==> config.mk <==
export PLATFORM = sky130hd
export DESIGN_NAME = decode_ctrl_stage
export DESIGN_NICKNAME = d
export VERILOG_FILES = /design/src/rtl/decode_pkg.sv /design/src/rtl/decode_ctrl_comb.sv /design/src/rtl/decode_ctrl_stage.sv
export SDC_FILE = /design/constraint.sdc
export NUM_CORES = 1
export LEC_CHECK = 0
export ABC_AREA = 1
export BUFFER_PORTS_ARGS = -buffer_cell sky130_fd_sc_hd__buf_2
export CAP_MARGIN = 20
export CORE_UTILIZATION = 43
export CTS_CLUSTER_SIZE = 8
export DETAILED_ROUTE_END_ITERATION = 7
export PLACE_DENSITY_LB_ADDON = 0.3
export SLEW_MARGIN = 20
export SYNTH_ARGS = -nofsm -noshare
export SYNTH_HDL_FRONTEND = slang
export SYNTH_SLANG_ARGS = --single-unit
==> constraint.sdc <==
create_clock -name clk -period 1.2 [get_ports clk]
set_input_delay 0.24 -clock clk [delete_from_list [all_inputs] [get_ports clk]]
set_output_delay 0.24 -clock clk [all_outputs]
set_load 0.005 [all_outputs]
==> src/rtl/decode_pkg.sv <==
// Shared encodings for the RV32I/M decode stage: opcodes, ALU operations,
// writeback source selects and the decoded control bundle.
package decode_pkg;

    localparam logic [6:0] OP_R      = 7'b0110011;
    localparam logic [6:0] OP_IMM    = 7'b0010011;
    localparam logic [6:0] OP_LOAD   = 7'b0000011;
    localparam logic [6:0] OP_STORE  = 7'b0100011;
    localparam logic [6:0] OP_BRANCH = 7'b1100011;
    localparam logic [6:0] OP_JAL    = 7'b1101111;
    localparam logic [6:0] OP_JALR   = 7'b1100111;
    localparam logic [6:0] OP_LUI    = 7'b0110111;
    localparam logic [6:0] OP_AUIPC  = 7'b0010111;

    localparam logic [1:0] M2R_ALU  = 2'b00;
    localparam logic [1:0] M2R_LOAD = 2'b01;
    localparam logic [1:0] M2R_PC4  = 2'b10;

    typedef enum logic [4:0] {
        ALU_ADD, ALU_SUB, ALU_SLL, ALU_SLT, ALU_SLTU, ALU_XOR, ALU_SRL,
        ALU_SRA, ALU_OR, ALU_AND, ALU_PASS_B, ALU_MUL, ALU_MULH,
        ALU_MULHSU, ALU_MULHU, ALU_DIV, ALU_DIVU, ALU_REM, ALU_REMU
    } alu_op_e;

    typedef struct packed {
        logic [4:0] rd;
        logic [4:0] rs1;
        logic [4:0] rs2;
        logic [2:0] funct3;
        logic       reg_write;
        logic [1:0] mem_to_reg;
        logic       is_load;
        logic       is_store;
        logic       is_branch;
        logic       is_jal;
        logic       is_jalr;
        logic       is_muldiv;
        logic       opa_sel;
        logic       opb_sel;
        alu_op_e    alu_op;
        logic       illegal;
    } decode_t;

    // alt selects SUB/SRA for the funct3 slots that have an alternate form
    function automatic alu_op_e base_alu(input logic [2:0] f3, input logic alt);
        case (f3)
            3'b000:  base_alu = alt ? ALU_SUB : ALU_ADD;
            3'b001:  base_alu = ALU_SLL;
            3'b010:  base_alu = ALU_SLT;
            3'b011:  base_alu = ALU_SLTU;
            3'b100:  base_alu = ALU_XOR;
            3'b101:  base_alu = alt ? ALU_SRA : ALU_SRL;
            3'b110:  base_alu = ALU_OR;
            default: base_alu = ALU_AND;
        endcase
    endfunction

    function automatic alu_op_e muldiv_alu(input logic [2:0] f3);
        case (f3)
            3'b000:  muldiv_alu = ALU_MUL;
            3'b001:  muldiv_alu = ALU_MULH;
            3'b010:  muldiv_alu = ALU_MULHSU;
            3'b011:  muldiv_alu = ALU_MULHU;
            3'b100:  muldiv_alu = ALU_DIV;
            3'b101:  muldiv_alu = ALU_DIVU;
            3'b110:  muldiv_alu = ALU_REM;
            default: muldiv_alu = ALU_REMU;
        endcase
    endfunction

endpackage

==> src/rtl/decode_ctrl_comb.sv <==
// Purely combinational instruction decoder: control bundle, register
// indices, sign-extended immediate and illegal-instruction detection.
module decode_ctrl_comb
    import decode_pkg::*;
#(
    parameter int XLEN = 32,
    parameter int EN_M = 0
) (
    input  logic [31:0]     i_instr,
    output decode_t         o_dec,
    output logic [XLEN-1:0] o_imm
);

    logic [6:0]  w_opcode;
    logic [2:0]  w_f3;
    logic [6:0]  w_f7;
    logic [31:0] w_imm32;
    decode_t     w_dec;

    assign w_opcode = i_instr[6:0];
    assign w_f3     = i_instr[14:12];
    assign w_f7     = i_instr[31:25];

    always_comb begin
        w_dec          = '0;
        w_imm32        = '0;
        w_dec.rd       = i_instr[11:7];
        w_dec.rs1      = i_instr[19:15];
        w_dec.rs2      = i_instr[24:20];
        w_dec.funct3   = w_f3;
        w_dec.alu_op   = ALU_ADD;

        case (w_opcode)
            OP_R: begin
                w_dec.reg_write = 1'b1;
                if (w_f7 == 7'b0000000) begin
                    w_dec.alu_op = base_alu(w_f3, 1'b0);
                end else if (w_f7 == 7'b0100000 && (w_f3 == 3'b000 || w_f3 == 3'b101)) begin
                    w_dec.alu_op = base_alu(w_f3, 1'b1);
                end else if (w_f7 == 7'b0000001 && EN_M != 0) begin
                    w_dec.is_muldiv = 1'b1;
                    w_dec.alu_op    = muldiv_alu(w_f3);
                end else begin
                    w_dec.illegal = 1'b1;
                end
            end
            OP_IMM: begin
                w_dec.reg_write = 1'b1;
                w_dec.opb_sel   = 1'b1;
                w_imm32         = {{20{i_instr[31]}}, i_instr[31:20]};
                // Only the shift-immediates carry a funct7 field
                if (w_f3 == 3'b001) begin
                    w_dec.alu_op  = ALU_SLL;
                    w_dec.illegal = (w_f7 != 7'b0000000);
                end else if (w_f3 == 3'b101) begin
                    w_dec.alu_op  = base_alu(w_f3, i_instr[30]);
                    w_dec.illegal = (w_f7 != 7'b0000000) && (w_f7 != 7'b0100000);
                end else begin
                    w_dec.alu_op = base_alu(w_f3, 1'b0);
                end
            end
            OP_LOAD: begin
                w_dec.reg_write  = 1'b1;
                w_dec.is_load    = 1'b1;
                w_dec.opb_sel    = 1'b1;
                w_dec.mem_to_reg = M2R_LOAD;
                w_imm32          = {{20{i_instr[31]}}, i_instr[31:20]};
                w_dec.illegal    = (w_f3 == 3'b011) || (w_f3 == 3'b110) || (w_f3 == 3'b111);
            end
            OP_STORE: begin
                w_dec.is_store = 1'b1;
                w_dec.opb_sel  = 1'b1;
                w_imm32        = {{20{i_instr[31]}}, i_instr[31:25], i_instr[11:7]};
                w_dec.illegal  = (w_f3 > 3'b010);
            end
            OP_BRANCH: begin
                w_dec.is_branch = 1'b1;
                w_dec.alu_op    = ALU_SUB;
                w_imm32         = {{19{i_instr[31]}}, i_instr[31], i_instr[7],
                                   i_instr[30:25], i_instr[11:8], 1'b0};
                w_dec.illegal   = (w_f3 == 3'b010) || (w_f3 == 3'b011);
            end
            OP_JAL: begin
                w_dec.reg_write  = 1'b1;
                w_dec.is_jal     = 1'b1;
                w_dec.opa_sel    = 1'b1;
                w_dec.opb_sel    = 1'b1;
                w_dec.mem_to_reg = M2R_PC4;
                w_imm32          = {{11{i_instr[31]}}, i_instr[31], i_instr[19:12],
                                    i_instr[20], i_instr[30:21], 1'b0};
            end
            OP_JALR: begin
                w_dec.reg_write  = 1'b1;
                w_dec.is_jalr    = 1'b1;
                w_dec.opb_sel    = 1'b1;
                w_dec.mem_to_reg = M2R_PC4;
                w_imm32          = {{20{i_instr[31]}}, i_instr[31:20]};
                w_dec.illegal    = (w_f3 != 3'b000);
            end
            OP_LUI: begin
                w_dec.reg_write = 1'b1;
                w_dec.opb_sel   = 1'b1;
                w_dec.alu_op    = ALU_PASS_B;
                w_imm32         = {i_instr[31:12], 12'h000};
            end
            OP_AUIPC: begin
                w_dec.reg_write = 1'b1;
                w_dec.opa_sel   = 1'b1;
                w_dec.opb_sel   = 1'b1;
                w_imm32         = {i_instr[31:12], 12'h000};
            end
            default: w_dec.illegal = 1'b1;
        endcase

        if (i_instr[1:0] != 2'b11) begin
            w_dec.illegal = 1'b1;
        end

        // Illegal entries still flow downstream but must not cause side effects
        if (w_dec.illegal) begin
            w_dec.reg_write = 1'b0;
            w_dec.is_load   = 1'b0;
            w_dec.is_store  = 1'b0;
            w_dec.is_branch = 1'b0;
            w_dec.is_jal    = 1'b0;
            w_dec.is_jalr   = 1'b0;
            w_dec.is_muldiv = 1'b0;
        end
        if (w_dec.rd == 5'd0) begin
            w_dec.reg_write = 1'b0;
        end
    end

    assign o_dec = w_dec;
    assign o_imm = XLEN'($signed(w_imm32));

endmodule

==> src/rtl/decode_ctrl_stage.sv <==
// Registered decode stage: wraps decode_ctrl_comb with a valid/ready
// ID/EX pipeline register and a highest-priority flush.
module decode_ctrl_stage
    import decode_pkg::*;
#(
    parameter int XLEN     = 32,
    parameter int EN_M     = 0,
    parameter int ALU_OP_W = 5
) (
    input  logic                clk,
    input  logic                rst,
    input  logic                in_valid,
    output logic                in_ready,
    input  logic [31:0]         in_instr,
    input  logic [XLEN-1:0]     in_pc,
    input  logic                flush,
    output logic                out_valid,
    input  logic                out_ready,
    output logic [XLEN-1:0]     out_pc,
    output logic [4:0]          out_rd,
    output logic [4:0]          out_rs1,
    output logic [4:0]          out_rs2,
    output logic [XLEN-1:0]     out_imm,
    output logic                dec_reg_write,
    output logic [1:0]          dec_mem_to_reg,
    output logic                dec_is_load,
    output logic                dec_is_store,
    output logic                dec_is_branch,
    output logic                dec_is_jal,
    output logic                dec_is_jalr,
    output logic                dec_is_muldiv,
    output logic                dec_opa_sel,
    output logic                dec_opb_sel,
    output logic [ALU_OP_W-1:0] dec_alu_op,
    output logic [2:0]          dec_funct3,
    output logic                dec_illegal
);

    decode_t         w_dec;
    logic [XLEN-1:0] w_imm;
    logic            w_accept;

    decode_t         r_dec;
    logic [XLEN-1:0] r_imm;
    logic [XLEN-1:0] r_pc;
    logic            r_valid;

    decode_ctrl_comb #(
        .XLEN (XLEN),
        .EN_M (EN_M)
    ) u_comb (
        .i_instr (in_instr),
        .o_dec   (w_dec),
        .o_imm   (w_imm)
    );

    assign in_ready = !r_valid || out_ready;
    assign w_accept = in_valid && in_ready && !flush;

    // Flush outranks accept; data registers only move on an accept
    always_ff @(posedge clk) begin
        if (rst) begin
            r_valid <= 1'b0;
            r_dec   <= '0;
            r_imm   <= '0;
            r_pc    <= '0;
        end else if (flush) begin
            r_valid <= 1'b0;
        end else if (w_accept) begin
            r_valid <= 1'b1;
            r_dec   <= w_dec;
            r_imm   <= w_imm;
            r_pc    <= in_pc;
        end else if (out_ready) begin
            r_valid <= 1'b0;
        end
    end

    assign out_valid      = r_valid;
    assign out_pc         = r_pc;
    assign out_imm        = r_imm;
    assign out_rd         = r_dec.rd;
    assign out_rs1        = r_dec.rs1;
    assign out_rs2        = r_dec.rs2;
    assign dec_reg_write  = r_dec.reg_write;
    assign dec_mem_to_reg = r_dec.mem_to_reg;
    assign dec_is_load    = r_dec.is_load;
    assign dec_is_store   = r_dec.is_store;
    assign dec_is_branch  = r_dec.is_branch;
    assign dec_is_jal     = r_dec.is_jal;
    assign dec_is_jalr    = r_dec.is_jalr;
    assign dec_is_muldiv  = r_dec.is_muldiv;
    assign dec_opa_sel    = r_dec.opa_sel;
    assign dec_opb_sel    = r_dec.opb_sel;
    assign dec_alu_op     = ALU_OP_W'(r_dec.alu_op);
    assign dec_funct3     = r_dec.funct3;
    assign dec_illegal    = r_dec.illegal;

endmodule
# Yosys cells after proc, flatten, opt, wreduce, memory -nomap -nowiden

Index checks and enable logic that the tools add are counted.

Add/subtract/negate cells: 0
Multipliers: 0
Divide/modulo/power cells: 0
Magnitude comparators: 1
Equality and inequality tests: 19
Shifts and indexed selects: 0
Mux-type cells: 29
Bitwise logic cells: 1
Reduce and logical (&&, ||, !) cells: 26

Operator list:

| cell                 | count |
|---|---|
| $pmux W32 S5         | 1 |
| $pmux W4 S7          | 2 |
| $eq A7 B6 Y1 const B | 4 |
| $eq A7 B7 Y1 const B | 3 |
| $pmux W4 S5          | 1 |
| $pmux W5 S4          | 1 |
| $mux W1              | 17 |
| $eq A7 B5 Y1 const B | 2 |
| $reduce_or A7 Y1     | 2 |
| $eq A3 B3 Y1 const B | 4 |
| $mux W6              | 2 |
| $mux W5              | 2 |
| $reduce_or A2 Y1     | 4 |
| $eq A7 B2 Y1 const B | 1 |
| $logic_not A7 Y1     | 1 |
| $ne A7 B6 Y1 const B | 1 |
| $pmux W1 S7          | 1 |
| $reduce_bool A7 Y1   | 1 |
| $eq A3 B2 Y1 const B | 2 |
| $reduce_or A3 Y1     | 2 |
| $logic_not A5 Y1     | 1 |
| $logic_or A1 B1 Y1   | 5 |
| $logic_and A1 B1 Y1  | 4 |
| $mux W4              | 1 |
| other kinds (10)     | 11 |

Flip-flop bits (word level): 100
Bits in latches: 0
Memory bits (writable): 0
ROM bits: 0
Bits of input ports: 69
Output and inout port bits: 101
Logic and storage cells: 95
Memories: 0

# Depth between registers and ports, before layout

Word-level depth: 9
Gate-level depth with buffers: 12
Mapped depth without buffers: 12

# Hierarchy

A second synthesis with hierarchy kept.

Cell total of the unflattened synthesis: 866
Area, all modules: 5,555.3 um^2

By module, submodules not included:

| module            | instances | cells each | area an instance (um^2) |
|---|---|---|---|
| decode_ctrl_stage | 1         | 654        | 4,383.0 |
| decode_ctrl_comb  | 1         | 212        | 1,172.4 |

# Worst setup path after synthesis

Ideal clock, no wire load.

Kind: register to register
From: reg r_valid, in the netlist out_valid
To: reg r_dec, in the netlist dec_alu_op[3]
Library setup time: 0.132 ns
Arrival time: 1.168 ns
Path slack: -0.101 ns
Stages on the path, launching flop included: 9
Path through: dfxtp_1 -> inv_1 -> nor2_1 -> nor3_4 -> inv_1 -> buf_2 -> buf_2 -> a21oi_1 -> a21oi_1

Word-level cells in the longest chain between the ends: 5

RTL lines:

| item                               | line                    | text |
|---|---|---|
| start, declared                    | decode_ctrl_stage.sv:46 | `logic r_valid;` |
| start signal, assigned             | decode_ctrl_stage.sv:63 | `r_valid <= 1'b0;` |
| start signal, assigned             | decode_ctrl_stage.sv:68 | `r_valid <= 1'b0;` |
| start signal, assigned             | decode_ctrl_stage.sv:70 | `r_valid <= 1'b1;` |
| $logic_not A1 Y1                   | decode_ctrl_stage.sv:57 | `assign in_ready = !r_valid \|\| out_ready;` |
| $logic_or A1 B1 Y1                 | decode_ctrl_stage.sv:57 |  |
| $logic_and A1 B1 Y1 (2 in a row)   | decode_ctrl_stage.sv:58 | `assign w_accept = in_valid && in_ready && !flush;` |
| $reduce_and A2 Y1 (no source line) | n/a                     |  |
| end signal, assigned               | decode_ctrl_stage.sv:71 | `r_dec <= w_dec;` |
| end, declared                      | decode_ctrl_stage.sv:43 | `decode_t r_dec;` |

Every way passes these cells.
A chain may end at the register's enable or synchronous reset.

# Worst setup path in the final report

From: reg r_valid, in the netlist out_valid
To: reg r_imm[23], in the netlist out_imm[23]

Word-level cells in the longest chain between the ends: 5

RTL lines:

| item                               | line                    | text |
|---|---|---|
| $logic_not A1 Y1                   | decode_ctrl_stage.sv:57 |  |
| $logic_or A1 B1 Y1                 | decode_ctrl_stage.sv:57 |  |
| $logic_and A1 B1 Y1 (2 in a row)   | decode_ctrl_stage.sv:58 |  |
| $reduce_and A2 Y1 (no source line) | n/a                     |  |
| end signal, assigned               | decode_ctrl_stage.sv:72 | `r_imm <= w_imm;` |
| end, declared                      | decode_ctrl_stage.sv:44 | `logic [XLEN-1:0] r_imm;` |

Every way passes these cells.

==> results.json <==
{
  "drt_iter0_drc": 179,
  "cp_max_fo": 5,
  "track_usage_pct": 25.2,
  "gp_congestion": 0.888,
  "swShare_pct": 28.7,
  "fin_setup_tns_ps": -8480,
  "placementRows": 35,
  "cts_tree": "yes",
  "clk_pin_slew_ps": 110,
  "synthArstFlopShare_pct": 0,
  "post_route_cells_drive_above_1_share_pct": 44.4,
  "regArea_um2": 1960,
  "multi_input_area_um2": 2110,
  "yosysMostFrequentCell": "dfxtp_1",
  "p_comb_share_pct": 16.8,
  "nets": 862,
  "finalSetupViolCount": 98,
  "grt-ovfl-total": 0,
  "htree_levels": 3,
  "avgSynthCellArea_um2": 7.33,
  "setup_ws_ps": -171,
  "r2r_slack_ps": -170,
  "grt_first_pass_wirelength_mm": 20.2,
  "cts_sinks": 98,
  "avgRoutedWirePerCell_um": 14.4,
  "die_w_um": 101,
  "rsz0062_at_grt": "true",
  "die_h_um": 101,
  "drt-pass1-iter-count": 5,
  "syn_to_final_growth_pct": 49.1,
  "vias": 4673,
  "cp-start-kind": "flop",
  "netlist_instances": 569,
  "finalCriticalPeriod_ps": 1370,
  "grt_max_degree": 49,
  "pwr-share-clk_pct": 31.3,
  "clock_skew_ps": 17.8,
  "pwr-share-seq_pct": 51.9,
  "maxSlewViolCount": 0,
  "cp-endpoint": "out_imm[23]",
  "wl_mm": 13.3,
  "synth_edf_count": 0,
  "failed_checks": "negative setup slack",
  "p_int_w": 0.00477,
  "postCtsHoldBufs": 0,
  "clockBufferDepth": 2,
  "maxCapViolCount": 0,
  "end_kind": "flop",
  "yosys.area.top_type": "dfxtp_1",
  "hpwl_mm": 9.25,
  "dp_slack_ps": -271,
  "portBuffers": 167,
  "boundaryPins": 170,
  "hold_viol": 0,
  "required_ps": 1500,
  "crit_type": "flop to flop",
  "powerDensity_nw_per_um2": 1070,
  "p_leak_nw": 3.07,
  "fillers": 830,
  "yosysSeqAreaShare_pct": 47.0,
  "crit_arrival_ps": 1670,
  "synth_top_area_share_pct": 47.0,
  "crit_start": "out_valid",
  "ys_types": 31,
  "power_switching_w": 0.00191,
  "status": "finished, violations left",
  "synth_seq_cells": 98,
  "antenna_found_initial": 0,
  "antenna_cells": 0,
  "clk-insertion-delay-late_ps": 360,
  "rr_startpoint": "out_valid",
  "fin_cells": 927,
  "hp-class": "input pin to flop",
  "cts_buffers": 9,
  "die_area_um2": 10100,
  "synthTopCellsByCount": "dfxtp_1, nor2_1, nand2_1, o21ai_0, a21oi_1",
  "worst_r2r_path_depth": 8,
  "place_inst": 895,
  "root_buffer": "clkbuf_8",
  "yosysWarnings": 0,
  "period_share_pct": 114,
  "viasPerCell": 5.04,
  "synth_top_flop_cell": "dfxtp_1",
  "first_global_vias": 4327,
  "min_path_cells": 2,
  "max_freq_ghz": 0.729,
  "coreArea_um2": 9330,
  "irDropWorstVdd_mv": 0.676,
  "syn_area_um2": 4170,
  "drc": 0,
  "ant_nets": 0,
  "ys_top_cells_by_area": "dfxtp_1, o21ai_0, nor2_1, nand2_1, a21oi_1",
  "reg2reg_to": "out_imm[23]",
  "start_util_pct": 44.7
}
worst min-delay path by stage:
| stage | startpoint | end | slack (ps) |
|---|---|---|---|
| 6_report | flush | out_valid | 70 |
| 5_1_grt | flush | out_valid | 50 |
| 4_1_cts | flush | out_valid | 50 |
| 3_5_place_dp | flush | out_valid | 450 |
| 3_3_place_gp | flush | out_valid | 450 |
| 2_1_floorplan | flush | out_valid | 310 |
metal layers:
layer / track usage, % / vias to the layer above / part of all wire, %
li1: - / 2314 / -
met1: 31.6 / 2139 / 42
met2: 44.0 / 199 / 50
met3: 3.88 / 21 / 6.7
met4: 9.03 / 0 / 1.9
met5: 0 / - / 0
final cells by class:
class                           count  share of cell area, %
Clock buffer                       10                   2.21
Clock inverter                      6                  0.885
Inverter                           39                   2.51
Timing Repair Buffer              247                   26.3
Tap cell                          129                   2.59
Multi-Input combinational cell    398                   33.9
Sequential cell                    98                   31.6
worst max-delay path, stage by stage, from the launching register on:
cell	delay [ps]
dfxtp_2	340
inv_2	60
nor2_4	40
nor3_4	190
buf_4	200
buf_6	120
buf_2	150
o21ai_1	80
a21oi_1	120
logic make-up after synthesis:
logic type	count (synthesis)	synth area share (%)
AO/OA/AOI/OAI	165	20.5
buffers and inverters	74	7.59
flip-flops	98	47.0
other	1	0.0899
AND/OR/NAND/NOR	231	24.8
metrics by stage:
stage                     total power [W]  hold slack (ps)  util [%]  cell area (µm²)
after floorplan                   0.00395              311         -             4220
after global placement            0.00442              449      59.4             5540
after detailed placement          0.00444              454      59.4             5540
after CTS                         0.00658             52.3      63.5             5920
after global routing              0.00697             53.4      66.7             6220
final                             0.00668             69.0      66.7             6220
repair_timing:
| action | 4_1_cts | 5_1_grt |
|---|---|---|
| endpoints found under the setup margin | 96 | 98 |
| resized for setup | 38 | 64 |
| cloned | 2 | 5 |
| pin swaps | 9 | 8 |
| setup buffers | 7 | 3 |
cell usage in the layout, fill, tap and decap left out, drive strengths merged, types with 13 or more instances in the layout:
cell type / netlist / final
a21oi: 66 / 66
buf: 20 / 244
clkbuf: 15 / 13
dfxtp: 98 / 98
inv: 39 / 42
nand2: 101 / 101
nand3: 22 / 22
nor2: 99 / 99
o21ai: 89 / 89
power by group through the flow:
stage,sequential (W),combinational (W),clock (W)
finish,0.00347,0.00112,0.00209
global route,0.00348,0.00122,0.00227
CTS,0.00346,0.000994,0.00212
detailed placement,0.00353,0.000914,0
global placement,0.00352,0.000899,0
floorplan,0.00354,0.000412,0
Power figures use the tool's default switching activity.
